## config.mk

```make
export PLATFORM = sky130hd
export DESIGN_NAME = fetch_stage
export DESIGN_NICKNAME = d
export VERILOG_FILES = /design/src/rtl/cpu_pkg.sv /design/src/rtl/fetch_fifo.sv /design/src/rtl/fetch_stage.sv
export SDC_FILE = /design/constraint.sdc
export NUM_CORES = 1
export LEC_CHECK = 0
export BUFFER_PORTS_ARGS = -buffer_cell sky130_fd_sc_hd__buf_2
export CAP_MARGIN = 10
export CORE_MARGIN = 3
export CORE_UTILIZATION = 58
export CTS_BUF_LIST = sky130_fd_sc_hd__clkbuf_8
export DETAILED_ROUTE_END_ITERATION = 7
export PLACE_DENSITY = 0.94
export SLEW_MARGIN = 20
export SYNTH_ARGS = -nofsm -noshare
export SYNTH_HDL_FRONTEND = slang
export SYNTH_SLANG_ARGS = --single-unit
export TNS_END_PERCENT = 100
```

## constraint.sdc

```tcl
create_clock -name clk -period 7.87 [get_ports clk]
set_input_delay 1.574 -clock clk [delete_from_list [all_inputs] [get_ports clk]]
set_output_delay 1.574 -clock clk [all_outputs]
set_load 0.02 [all_outputs]
```

## src/rtl/cpu_pkg.sv

```systemverilog
// Shared CPU types: data width, NOP encoding, default reset PC, fetch FSM states
// and the {pc, instruction} entry held by the fetch buffer.
package cpu_pkg;
  localparam int XLEN = 32;
  localparam logic [XLEN-1:0] NOP_INSTR        = 32'h0000_0013;
  localparam logic [XLEN-1:0] DEFAULT_RESET_PC = 32'h0000_0000;

  typedef enum logic [1:0] {
    RUN   = 2'd0,
    DRAIN = 2'd1,
    HALT  = 2'd2
  } fetch_state_e;

  typedef struct packed {
    logic [XLEN-1:0] pc;
    logic [XLEN-1:0] instr;
  } fetch_entry_t;
endpackage

```

## src/rtl/fetch_fifo.sv

```systemverilog
// In-order buffer of fetched {pc, instruction} entries. A clear that coincides with
// a push leaves exactly the pushed entry in the buffer.
module fetch_fifo
  import cpu_pkg::*;
#(
  parameter int DEPTH = 2,
  localparam int AW = $clog2(DEPTH),
  localparam int CW = AW + 1
) (
  input  logic         clk,
  input  logic         rst,
  input  logic         push,
  input  logic         pop,
  input  logic         clear,
  input  fetch_entry_t wdata,
  output fetch_entry_t rdata,
  output logic [CW-1:0] count,
  output logic         full,
  output logic         empty
);
  fetch_entry_t    mem [DEPTH];
  logic [AW-1:0]   rd_ptr, wr_ptr;

  always_ff @(posedge clk or posedge rst) begin
    if (rst) begin
      rd_ptr <= '0;
      wr_ptr <= '0;
      count  <= '0;
      for (int i = 0; i < DEPTH; i++) mem[i] <= '0;
    end else if (clear) begin
      rd_ptr <= '0;
      wr_ptr <= AW'(push);
      count  <= CW'(push);
      if (push) mem[0] <= wdata;
    end else begin
      if (push) begin
        mem[wr_ptr] <= wdata;
        wr_ptr      <= wr_ptr + AW'(1);
      end
      if (pop) rd_ptr <= rd_ptr + AW'(1);
      count <= count + CW'(push) - CW'(pop);
    end
  end

  assign rdata = mem[rd_ptr];
  assign full  = (count == CW'(DEPTH));
  assign empty = (count == '0);
endmodule

```

## src/rtl/fetch_stage.sv

```systemverilog
// Instruction fetch stage: PC, credit-limited memory requests, in-order word buffer.
// FETCH_ALIGN_CHECK_EN adds if_misaligned and the HALT-on-misaligned-redirect path.
module fetch_stage
  import cpu_pkg::*;
#(
  parameter logic [XLEN-1:0] RESET_PC  = DEFAULT_RESET_PC,
  parameter int              BUF_DEPTH = 2
) (
  input  logic            clk,
  input  logic            rst,
  output logic            imem_req_valid,
  input  logic            imem_req_ready,
  output logic [XLEN-1:0] imem_req_addr,
  input  logic            imem_resp_valid,
  input  logic [XLEN-1:0] imem_resp_data,
  input  logic            redirect_valid,
  input  logic [XLEN-1:0] redirect_pc,
  input  logic            stall,
  output logic            if_valid,
  output logic [XLEN-1:0] if_instruction,
  output logic [XLEN-1:0] if_pc,
  output logic [XLEN-1:0] if_pc_plus4
`ifdef FETCH_ALIGN_CHECK_EN
  ,
  output logic            if_misaligned
`endif
);
  localparam int CW = $clog2(BUF_DEPTH) + 1;

  fetch_state_e    state;
  logic [XLEN-1:0] pc, resp_pc, target;
  logic [CW-1:0]   outstanding, drop_cnt, drop_next, fifo_count;
  logic [CW:0]     credits;
  logic            misaligned, pop, req_fire, resp_keep, fifo_push, fifo_full, fifo_empty;
  fetch_entry_t    head, wr_entry;

`ifdef FETCH_ALIGN_CHECK_EN
  assign misaligned = |redirect_pc[1:0];
  assign target     = redirect_pc;
`else
  assign misaligned = 1'b0;
  assign target     = redirect_pc & ~32'h3;
`endif

  assign pop      = if_valid & ~stall & ~redirect_valid;
  // Credits cover both in-flight requests and buffered words, so a response always has a slot.
  assign credits  = (CW+1)'(outstanding) + (CW+1)'(fifo_count) - (CW+1)'(pop);
  assign imem_req_valid = ~rst & ~redirect_valid & (state != HALT) & (credits < (CW+1)'(BUF_DEPTH));
  assign imem_req_addr  = pc;
  assign req_fire  = imem_req_valid & imem_req_ready;
  assign resp_keep = imem_resp_valid & (drop_cnt == '0) & ~redirect_valid;
  assign drop_next = outstanding - CW'(imem_resp_valid);
  assign fifo_push = resp_keep | (redirect_valid & misaligned);

  always_comb begin
    wr_entry = '{pc: resp_pc, instr: imem_resp_data};
    if (redirect_valid) wr_entry = '{pc: target, instr: NOP_INSTR};
  end

  fetch_fifo #(.DEPTH(BUF_DEPTH)) u_fifo (
    .clk   (clk),
    .rst   (rst),
    .push  (fifo_push),
    .pop   (pop),
    .clear (redirect_valid),
    .wdata (wr_entry),
    .rdata (head),
    .count (fifo_count),
    .full  (fifo_full),
    .empty (fifo_empty)
  );

  always_ff @(posedge clk or posedge rst) begin
    if (rst) begin
      state       <= RUN;
      pc          <= RESET_PC;
      resp_pc     <= RESET_PC;
      outstanding <= '0;
      drop_cnt    <= '0;
    end else begin
      outstanding <= outstanding + CW'(req_fire) - CW'(imem_resp_valid);
      if (redirect_valid) begin
        pc       <= target;
        resp_pc  <= target;
        drop_cnt <= drop_next;
        if (misaligned)            state <= HALT;
        else if (drop_next != '0)  state <= DRAIN;
        else                       state <= RUN;
      end else begin
        if (req_fire)  pc      <= pc + 32'd4;
        if (resp_keep) resp_pc <= resp_pc + 32'd4;
        if (imem_resp_valid && drop_cnt != '0) begin
          drop_cnt <= drop_cnt - CW'(1);
          if (state == DRAIN && drop_cnt == CW'(1)) state <= RUN;
        end
      end
    end
  end

  assign if_valid       = ~fifo_empty;
  assign if_pc          = if_valid ? head.pc : '0;
  assign if_instruction = if_valid ? head.instr : '0;
  assign if_pc_plus4    = if_valid ? head.pc + 32'd4 : '0;
`ifdef FETCH_ALIGN_CHECK_EN
  assign if_misaligned  = if_valid & (state == HALT);
`endif
endmodule

```

; Word level (Yosys, flattened, before mapping)
; Index checks and enable logic that the tools add are counted.
[word_totals]
reg_bits = 202
input_bits = 70
out_inout_bits = 130
word_cells = 88
[op_classes]
addsub = 13
order_cmp = 4
n_eq_ne = 3
n_mux = 28
n_bitwise = 14
reduce_logical = 14
[op_table]
columns = operator, n
row1 = 2-to-1 mux 64 bit, 7
row2 = 2-to-1 mux 32 bit, 7
row3 = bitwise mux 128 bit, 1
row4 = 2-to-1 mux 128 bit, 1
row5 = adder 32 x 3 -> 32 bit (second input constant), 3
row6 = demux 64 bit (select 1 bit), 1
row7 = nonzero test 2 bit, 7
row8 = 2-to-1 mux 2 bit, 6
row9 = AND 1 bit, 8
row10 = subtractor 2 x 1 -> 2 bit, 3
row11 = 2-to-1 mux 1 bit, 5
row12 = adder 2 x 1 -> 2 bit, 2
row13 = == test 2 x 1 -> 1 bit (second input constant), 2
row14 = greater-or-equal comparator 2 bit (second input constant), 2
row15 = logical NOT 2 bit, 2
row16 = NOT 1 bit, 4
row17 = NOT 1 -> 2 bit, 2
row18 = AND reduction 2 bit, 2
row19 = adder 2 x 2 -> 3 bit, 1
row20 = logical AND 1 bit, 3
row21 = less-than comparator 3 x 2 -> 1 bit (second input constant), 1
row22 = subtractor 3 x 1 -> 3 bit, 1
row23 = adder 1 bit (second input constant), 2
row24 = less-than comparator 2 x 1 -> 1 bit (second input constant), 1
row25 = other kinds (2), 2

; Logic depth before layout (Yosys ltp)
; Gate-level depths: netlist (run 1).
[depth]
word_depth = 10
ltp_mapped = 15
ltp_nobuf = 14

; By module
; From an unflattened synthesis (run 1), not the netlist that was laid out.
[unflattened]
cells_unflattened = 1113
hier_area_um2 = 11628.7
[modules_own_cells]
columns = module, instances, cells_each, area_per_inst_um2, seq_area_each_um2
row1 = fetch_stage, 1, 752, 5885.6, 1601.5
row2 = fetch_fifo, 1, 361, 5743.0, 3303.2

; Worst setup path before layout (run 1)
; Ideal clock, no wire load.
[synth_path]
path_type = input -> output
startpoint = input port redirect_valid
endpoint = output port imem_req_valid
arrival_ns = 3.488
t_required_ns = 6.296
setup_slack_ns = 2.808
cell_stages = 9
n_path_buf = 2
path_cell_list = clkbuf_1 clkbuf_1 nor3_1 ha_1 inv_1 nand2_1 fa_1 nor2b_1 and3_1
[synth_via]
elab_chain_cells = 5
elab_cells_between_ends = 7
cone_classes = 1 x add/sub / 1 x order compare / 5 x bitwise
[synth_rtl]
columns = element, line
row1 = "start, declared", fetch_stage.sv:16  ; input logic redirect_valid,
row2 = NOT 1 bit (no line) (*), -
row3 = AND 1 bit, fetch_stage.sv:45  ; assign pop = if_valid & ~stall & ~redirect_valid;
row4 = subtractor 3 x 1 -> 3 bit, fetch_stage.sv:47  ; assign credits = (CW+1)'(outstanding) + (CW+1)'(fifo_count) - (CW+1)'(pop);
row5 = less-than comparator 3 x 2 -> 1 bit, fetch_stage.sv:48  ; assign imem_req_valid = ~rst & ~redirect_valid & (state != HALT) & (credits < (CW+1)'(BUF_DEPTH));
row6 = AND 1 bit (*), fetch_stage.sv:48
row7 = "end, declared", fetch_stage.sv:11  ; output logic imem_req_valid,
; Every way passes the cells marked *; elsewhere a longest branch is shown, timed or not.

; Worst setup path after layout (run 1)
[layout_path]
startpoint = register u_fifo.rd_ptr
endpoint = output port if_pc_plus4[24]
[layout_via]
elab_chain_cells = 6
[layout_rtl]
columns = element, line
row1 = "start, declared", fetch_fifo.sv:22  ; logic [AW-1:0] rd_ptr, wr_ptr;
row2 = "start signal, assigned", fetch_fifo.sv:40  ; if (pop) rd_ptr <= rd_ptr + AW'(1);
row3 = NOT 1 -> 2 bit (implied by the code), fetch_fifo.sv:45  ; assign rdata = mem[rd_ptr];
row4 = 2-to-1 mux 64 bit (implied by the code) (3 in a row), fetch_fifo.sv:45
row5 = adder 32 x 3 -> 32 bit, fetch_stage.sv:103  ; assign if_pc_plus4 = if_valid ? head.pc + 32'd4 : '0;
row6 = 2-to-1 mux 32 bit, fetch_stage.sv:103
row7 = "end, declared", fetch_stage.sv:22  ; output logic [XLEN-1:0] if_pc_plus4
; No other way between the ends. The select of a mux whose other input is x is not followed.

==> impl_metrics.tcl, run 1 <==
set metrics [dict create \
    gp_congestion 0.912 \
    critical_path.max_fanout 65 \
    end_kind "output pin" \
    synth_area_leaders "dfrtp_1 47%, mux2_2 17%, mux2i_1 5.9%, nor2_1 3.7%, xnor2_1 3.5%" \
    vias 8022 \
    yosys-top-cells-count "194 x dfrtp_1, 157 x mux2_2, 102 x nor2_1, 61 x mux2i_1, 57 x nand2_1" \
    area_growth_pct 14.7 \
    grtUsageTotal_pct 25.0 \
    dr.pass1.iters 5 \
    drv_cap 0 \
    r2r_start "u_fifo.count[1]" \
    core_um2 17400 \
    wl_mm 24.4 \
    critPathLaunch "u_fifo.rd_ptr" \
    skew_ns 0.0115 \
    drive_above_1_share_pct 35.4 \
    grt_start_max_net_pins 90 \
    startpoint_type "flop" \
    start_util_pct 59.8 \
    synth-async-reset-ratio_pct 100 \
    grt_pass1_vias 7861 \
    p_leak_nw 5.37 \
    clkTransAtPathRegs_ns 0.10 \
    synth_edf_count 0 \
    yosysWarnings 0 \
    max-vdd-ir-drop_mv 0.158 \
    antenna_found_initial 0 \
    yosysTopAreaCell "dfrtp_1" \
    grt_pass1_wl_mm 40.0 \
    ys_seq_elements 194 \
    hp-class "reg -> reg" \
    criticalPathCategory "reg -> out" \
    seq_area_frac_synth_pct 46.6 \
    synth_cell_type_count 54 \
    syn-instance-count 959 \
    die_h_um 140 \
    grt_setup_unrepaired "false" \
    insertion_delay_ns 0.46 \
    clock_path_buffers 2 \
    die_w_um 140 \
    p_per_area_nw_per_um2 323 \
    syn_area_um2 10400 \
    cts_tree "done" \
    synth_top_area_share_pct 46.6 \
    htree_levels 4 \
    filler_cell_count 1284 \
    drt_iter0_markers 512 \
    max_freq_mhz 184 \
    nNetsFinal 1209 \
    grt_overflow 0 \
    critical_path_arrival_ns 3.87 \
    wl_per_cell_um 17.9 \
    hold_start "u_fifo.mem[97]" \
    drc 0 \
    period_minus_slack_ns 5.45 \
    utilization_pct 68.5 \
    rows 48 \
    maxSlewViolCount 0 \
    cts_made_buffers 17 \
    status "completed" \
    final_antenna_net_count 0 \
    n_antenna_cell 0 \
    hold_buffers 0 \
    cts_setup_buffers 0 \
    clock-sinks 194 \
    worst_pin_slew_ns 0.911 \
    required_ns 6.30 \
    dp.final_hpwl_mm 17.5 \
    syn_avg_cell_area_um2 10.9 \
    clockRootBuffer "clkbuf_8" \
    pin_count 200 \
    total_power_mw 3.86 \
    synth_most_common_cell "dfrtp_1" \
    cts_resized 0 \
    finalSetupTns_ns 0 \
    portBuffers 195 \
    final.period_utilization_pct 69.2 \
    die_area_um2 19600 \
    relSlewSlack_pct 39.3 \
    setup_violations 0 \
    ys.flop_type "dfrtp_1" \
    hold_viol 0 \
    post_drt_via_cell_ratio 5.87 \
]
[power breakdown]
group	switching, mW	internal (mW)	total, mW
logic	0.828	0.671	1.50
clock network	0.361	0.350	0.711
registers	0.298	1.35	1.65
total	1.49	2.37	3.86
[sequential cells by signal, indices dropped and copies added (netlist names)]
| name | count |
|---|---|
| imem_req_addr | 30 |
| outstanding | 2 |
| u_fifo.mem | 126 |
| u_fifo.wr_ptr | 1 |
| resp_pc | 30 |
| drop_cnt | 2 |
| u_fifo.rd_ptr | 1 |
| u_fifo.count | 2 |
[logic make-up after synthesis]
| family | synth area share, % |
|---|---|
| AND/OR/NAND/NOR | 14.7 |
| multiplexers | 22.9 |
| flip-flops | 46.6 |
| AO/OA/AOI/OAI | 5.40 |
| buffers and inverters | 3.35 |
| XOR/XNOR | 5.64 |
| adder cells (fa/ha/maj) | 1.39 |
| other | 0.0360 |
[per-layer routing]
layer  GRT usage (%)  share of wire [%]  vias up
met3            3.93                6.8       19
met4            5.41               0.86        0
met2            41.0                 47      325
met1            35.6                 45     3950
met5               0                  0        -
li1                -                  -     3728
[layout by cell type (no fill, tap or decap), types with 9 or more instances in the layout]
master / count
a21oi_1: 12
and4_1: 9
buf_2: 195
clkbuf_8: 17
dfrtp_1: 193
ha_1: 10
inv_1: 24
mux2_2: 157
mux2i_1: 61
nand2_1: 56
nand3_1: 32
nand4_1: 20
nor2_1: 101
nor2b_1: 9
nor3_1: 23
nor4_1: 9
o21ai_0: 24
xnor2_1: 42
xor2_1: 25
[path summary, 6_finish.rpt]
kind | depth (start not counted) | end | slack, ns
setup reg to reg | 12 | imem_req_addr[31] | 3.60
min in group asynchronous | 2 | imem_req_addr[9] | 1.18
hold / removal | 1 | u_fifo.mem[97] | 0.51
max in group asynchronous | 3 | u_fifo.rd_ptr | 5.39
setup / recovery | 7 | if_pc_plus4[24] | 2.42
hold reg to reg | 1 | u_fifo.mem[97] | 0.51
[cell type report]
type	instances	area [um^2]	area share, %
sequential	194	4860	40.7
tap	225	282	2.36
inverter	27	106	0.891
multi-input combinational	686	5220	43.8
clock inverter	15	205	1.72
clock buffer	17	234	1.96
timing repair buffer	202	1030	8.62
[through the flow]
stage          hold slack (ns)  setup slack [ns]  std cells  cell area (um^2)
2_1_floorplan            0.450              1.01        960             10400
3_3_place_gp             0.461              2.55       1334             11500
3_5_place_dp             0.470              2.52       1334             11500
4_1_cts                  0.512              2.38       1366             11900
5_1_grt                  0.529              2.23       1366             11900
6_report                 0.507              2.42       1366             11900
[critical path, cell delays in order, from the launching register on]
cell and delay, ns:
dfrtp_4 1.00, buf_4 0.57, nand3_1 0.18, a211oi_1 0.54, nand4_1 0.50, o21ai_0 0.33
o31ai_1 0.11, buf_2 0.18
(Power assumes the default switching activity.)
==> inputs of run 2 (changes only) <==
==> constraint.sdc (replaced) <==
create_clock -name clk -period 5.6 [get_ports clk]
set_input_delay 1.12 -clock clk [delete_from_list [all_inputs] [get_ports clk]]
set_output_delay 1.12 -clock clk [all_outputs]
set_load 0.02 [all_outputs]
==> impl_metrics.tcl, run 2 (synthesis gave the netlist of run 1 again) <==
set metrics [dict create \
    die_area_um2 19600 \
    drc 0 \
    utilization_pct 68.3 \
    skew_ns 0.0167 \
    area_growth_pct 14.2 \
    gp_congestion 0.927 \
    cts_tree "done" \
    die_h_um 140 \
    pin_count 200 \
    max_stage_delay_ns 1.11 \
    p_comb_share_pct 39.9 \
    start_util_pct 59.8 \
    grt_pass1_vias 7796 \
    wl_mm 24.8 \
    seq_power_share_pct 43.9 \
    post_drt_via_cell_ratio 5.89 \
    worst_pin_slew_ns 1.02 \
    fin_area_um2 11900 \
    setup_violations 0 \
    hp-class "reg -> reg" \
    cts_setup_buffers 0 \
    grt_pass1_wl_mm 40.1 \
    rows 48 \
    htree_levels 4 \
    layout.cells.most_common_list "195 x buf_2, 193 x dfrtp_1, 157 x mux2_2, 101 x nor2_1, 61 x mux2i_1" \
    reg2reg_slack_ns 2.10 \
    hold-path-endpoint "u_fifo.mem[66]" \
    p_switching_mw 2.11 \
    relSlewSlack_pct 31.9 \
    status "completed" \
    final_antenna_net_count 0 \
    insertion_delay_ns 0.46 \
    period_minus_slack_ns 4.94 \
    n_antenna_cell 0 \
    cts_made_buffers 17 \
    final.period_utilization_pct 88.1 \
    hold_depth 1 \
    critical_path_arrival_ns 3.82 \
    maxSlewViolCount 0 \
    met2_usage_pct 39.6 \
    clock_path_buffers 2 \
    max_freq_mhz 203 \
    r2r_cells 11 \
    p_per_area_nw_per_um2 445 \
    netSwitchingFraction_pct 39.9 \
    cts_resized 0 \
    largest_register_ffs 126 \
    clockRootBuffer "clkbuf_8" \
    portBuffers 195 \
    hold_start "u_fifo.mem[66]" \
    use_met3_pct 4.85 \
    r2r_start "u_fifo.count[1]" \
    dp_cells 1335 \
    filler_cell_count 1279 \
    clkTransAtPathRegs_ns 0.10 \
    p_leak_nw 5.35 \
    dr.pass1.iters 5 \
    criticalPathCategory "reg -> out" \
    r2r_end "imem_req_addr[31]" \
    drive_above_1_share_pct 35.6 \
    antenna_found_initial 0 \
    hold_buffers 0 \
    fin_cells 1367 \
    die_w_um 140 \
    grt_setup_unrepaired "false" \
    finalSetupTns_ns 0 \
    drt_iter0_markers 529 \
    wl_per_cell_um 18.2 \
    met1_usage_pct 35.8 \
    grt_start_max_net_pins 108 \
    max-vdd-ir-drop_mv 0.231 \
    grt_overflow 0 \
    vias 8051 \
    total_power_mw 5.29 \
    end_kind "output pin" \
    required_ns 4.48 \
    dpl_cell_area_um2 11500 \
    clock-sinks 194 \
    regMostFlops "u_fifo.mem" \
    critical_path.max_fanout 69 \
    startpoint_type "flop" \
    nNetsFinal 1210 \
    clockPowerShare_pct 16.2 \
    grtUsageTotal_pct 25.1 \
    core_um2 17400 \
    path_cells "mux2_2 > ha_1 > inv_1 > a211oi_1 > nand4_1 > o31ai_1 > buf_2" \
    hold_viol 0 \
    final_common_cell "buf_2" \
    dp.final_hpwl_mm 17.9 \
    crit_slowest_cell "dfrtp_4" \
    internal_power_mw 3.18 \
    busiest_layer "met2" \
    drv_cap 0 \
]
==> run 2: final cells by class <==
class | count | area [um^2] | area share [%]
Sequential cell | 194 | 4860 | 40.9
Multi-Input combinational cell | 686 | 5230 | 44.0
Inverter | 27 | 105 | 0.884
Clock inverter | 14 | 118 | 0.989
Timing Repair Buffer | 203 | 1050 | 8.82
Clock buffer | 18 | 248 | 2.08
Tap cell | 225 | 282 | 2.37
==> run 2: power by group through the flow <==
stage	Clock [mW]	Sequential [mW]	Combinational, mW
6_report	0.857	2.32	2.11
5_1_grt	0.934	2.39	2.30
4_1_cts	0.875	2.31	2.12
3_5_place_dp	0	2.34	2.11
3_3_place_gp	0	2.29	2.03
2_1_floorplan	0	2.21	1.60
==> run 2: routing by layer <==
metal  share of wire (%)  vias up
met3                 7.0       39
met5                   0        -
met4                 1.7        0
met1                  45     3953
met2                  46      326
li1                    -     3733
==> run 2: worst max-delay path by stage <==
stage                              start           endpoint  slack [ns]  depth (start not counted)
final                      u_fifo.rd_ptr    if_pc_plus4[24]        0.66                          7
after global routing       u_fifo.rd_ptr    if_pc_plus4[30]        0.46                          8
after CTS                  u_fifo.rd_ptr    if_pc_plus4[24]        0.68                          7
after detailed placement   u_fifo.rd_ptr    if_pc_plus4[24]        1.20                          7
after global placement     u_fifo.rd_ptr    if_pc_plus4[30]        1.32                          7
after floorplan           redirect_valid  imem_req_addr[22]        1.38                         13
==> run 2: critical path: cells and delay by family, from the launching register on <==
family | cells | cell delay, ns
AO/OA/AOI/OAI | 2 | 0.90
adder cells (fa/ha/maj) | 1 | 0.14
buffers and inverters | 2 | 0.33
flip-flops | 1 | 1.11
multiplexers | 1 | 0.34
AND/OR/NAND/NOR | 1 | 0.50
==> run 2: metrics by stage <==
stage	hold WS [ns]	setup slack, ns
final	0.514	0.665
after global routing	0.527	0.464
after CTS	0.516	0.681
after detailed placement	0.492	1.20
after global placement	0.460	1.32
after floorplan	0.450	1.38
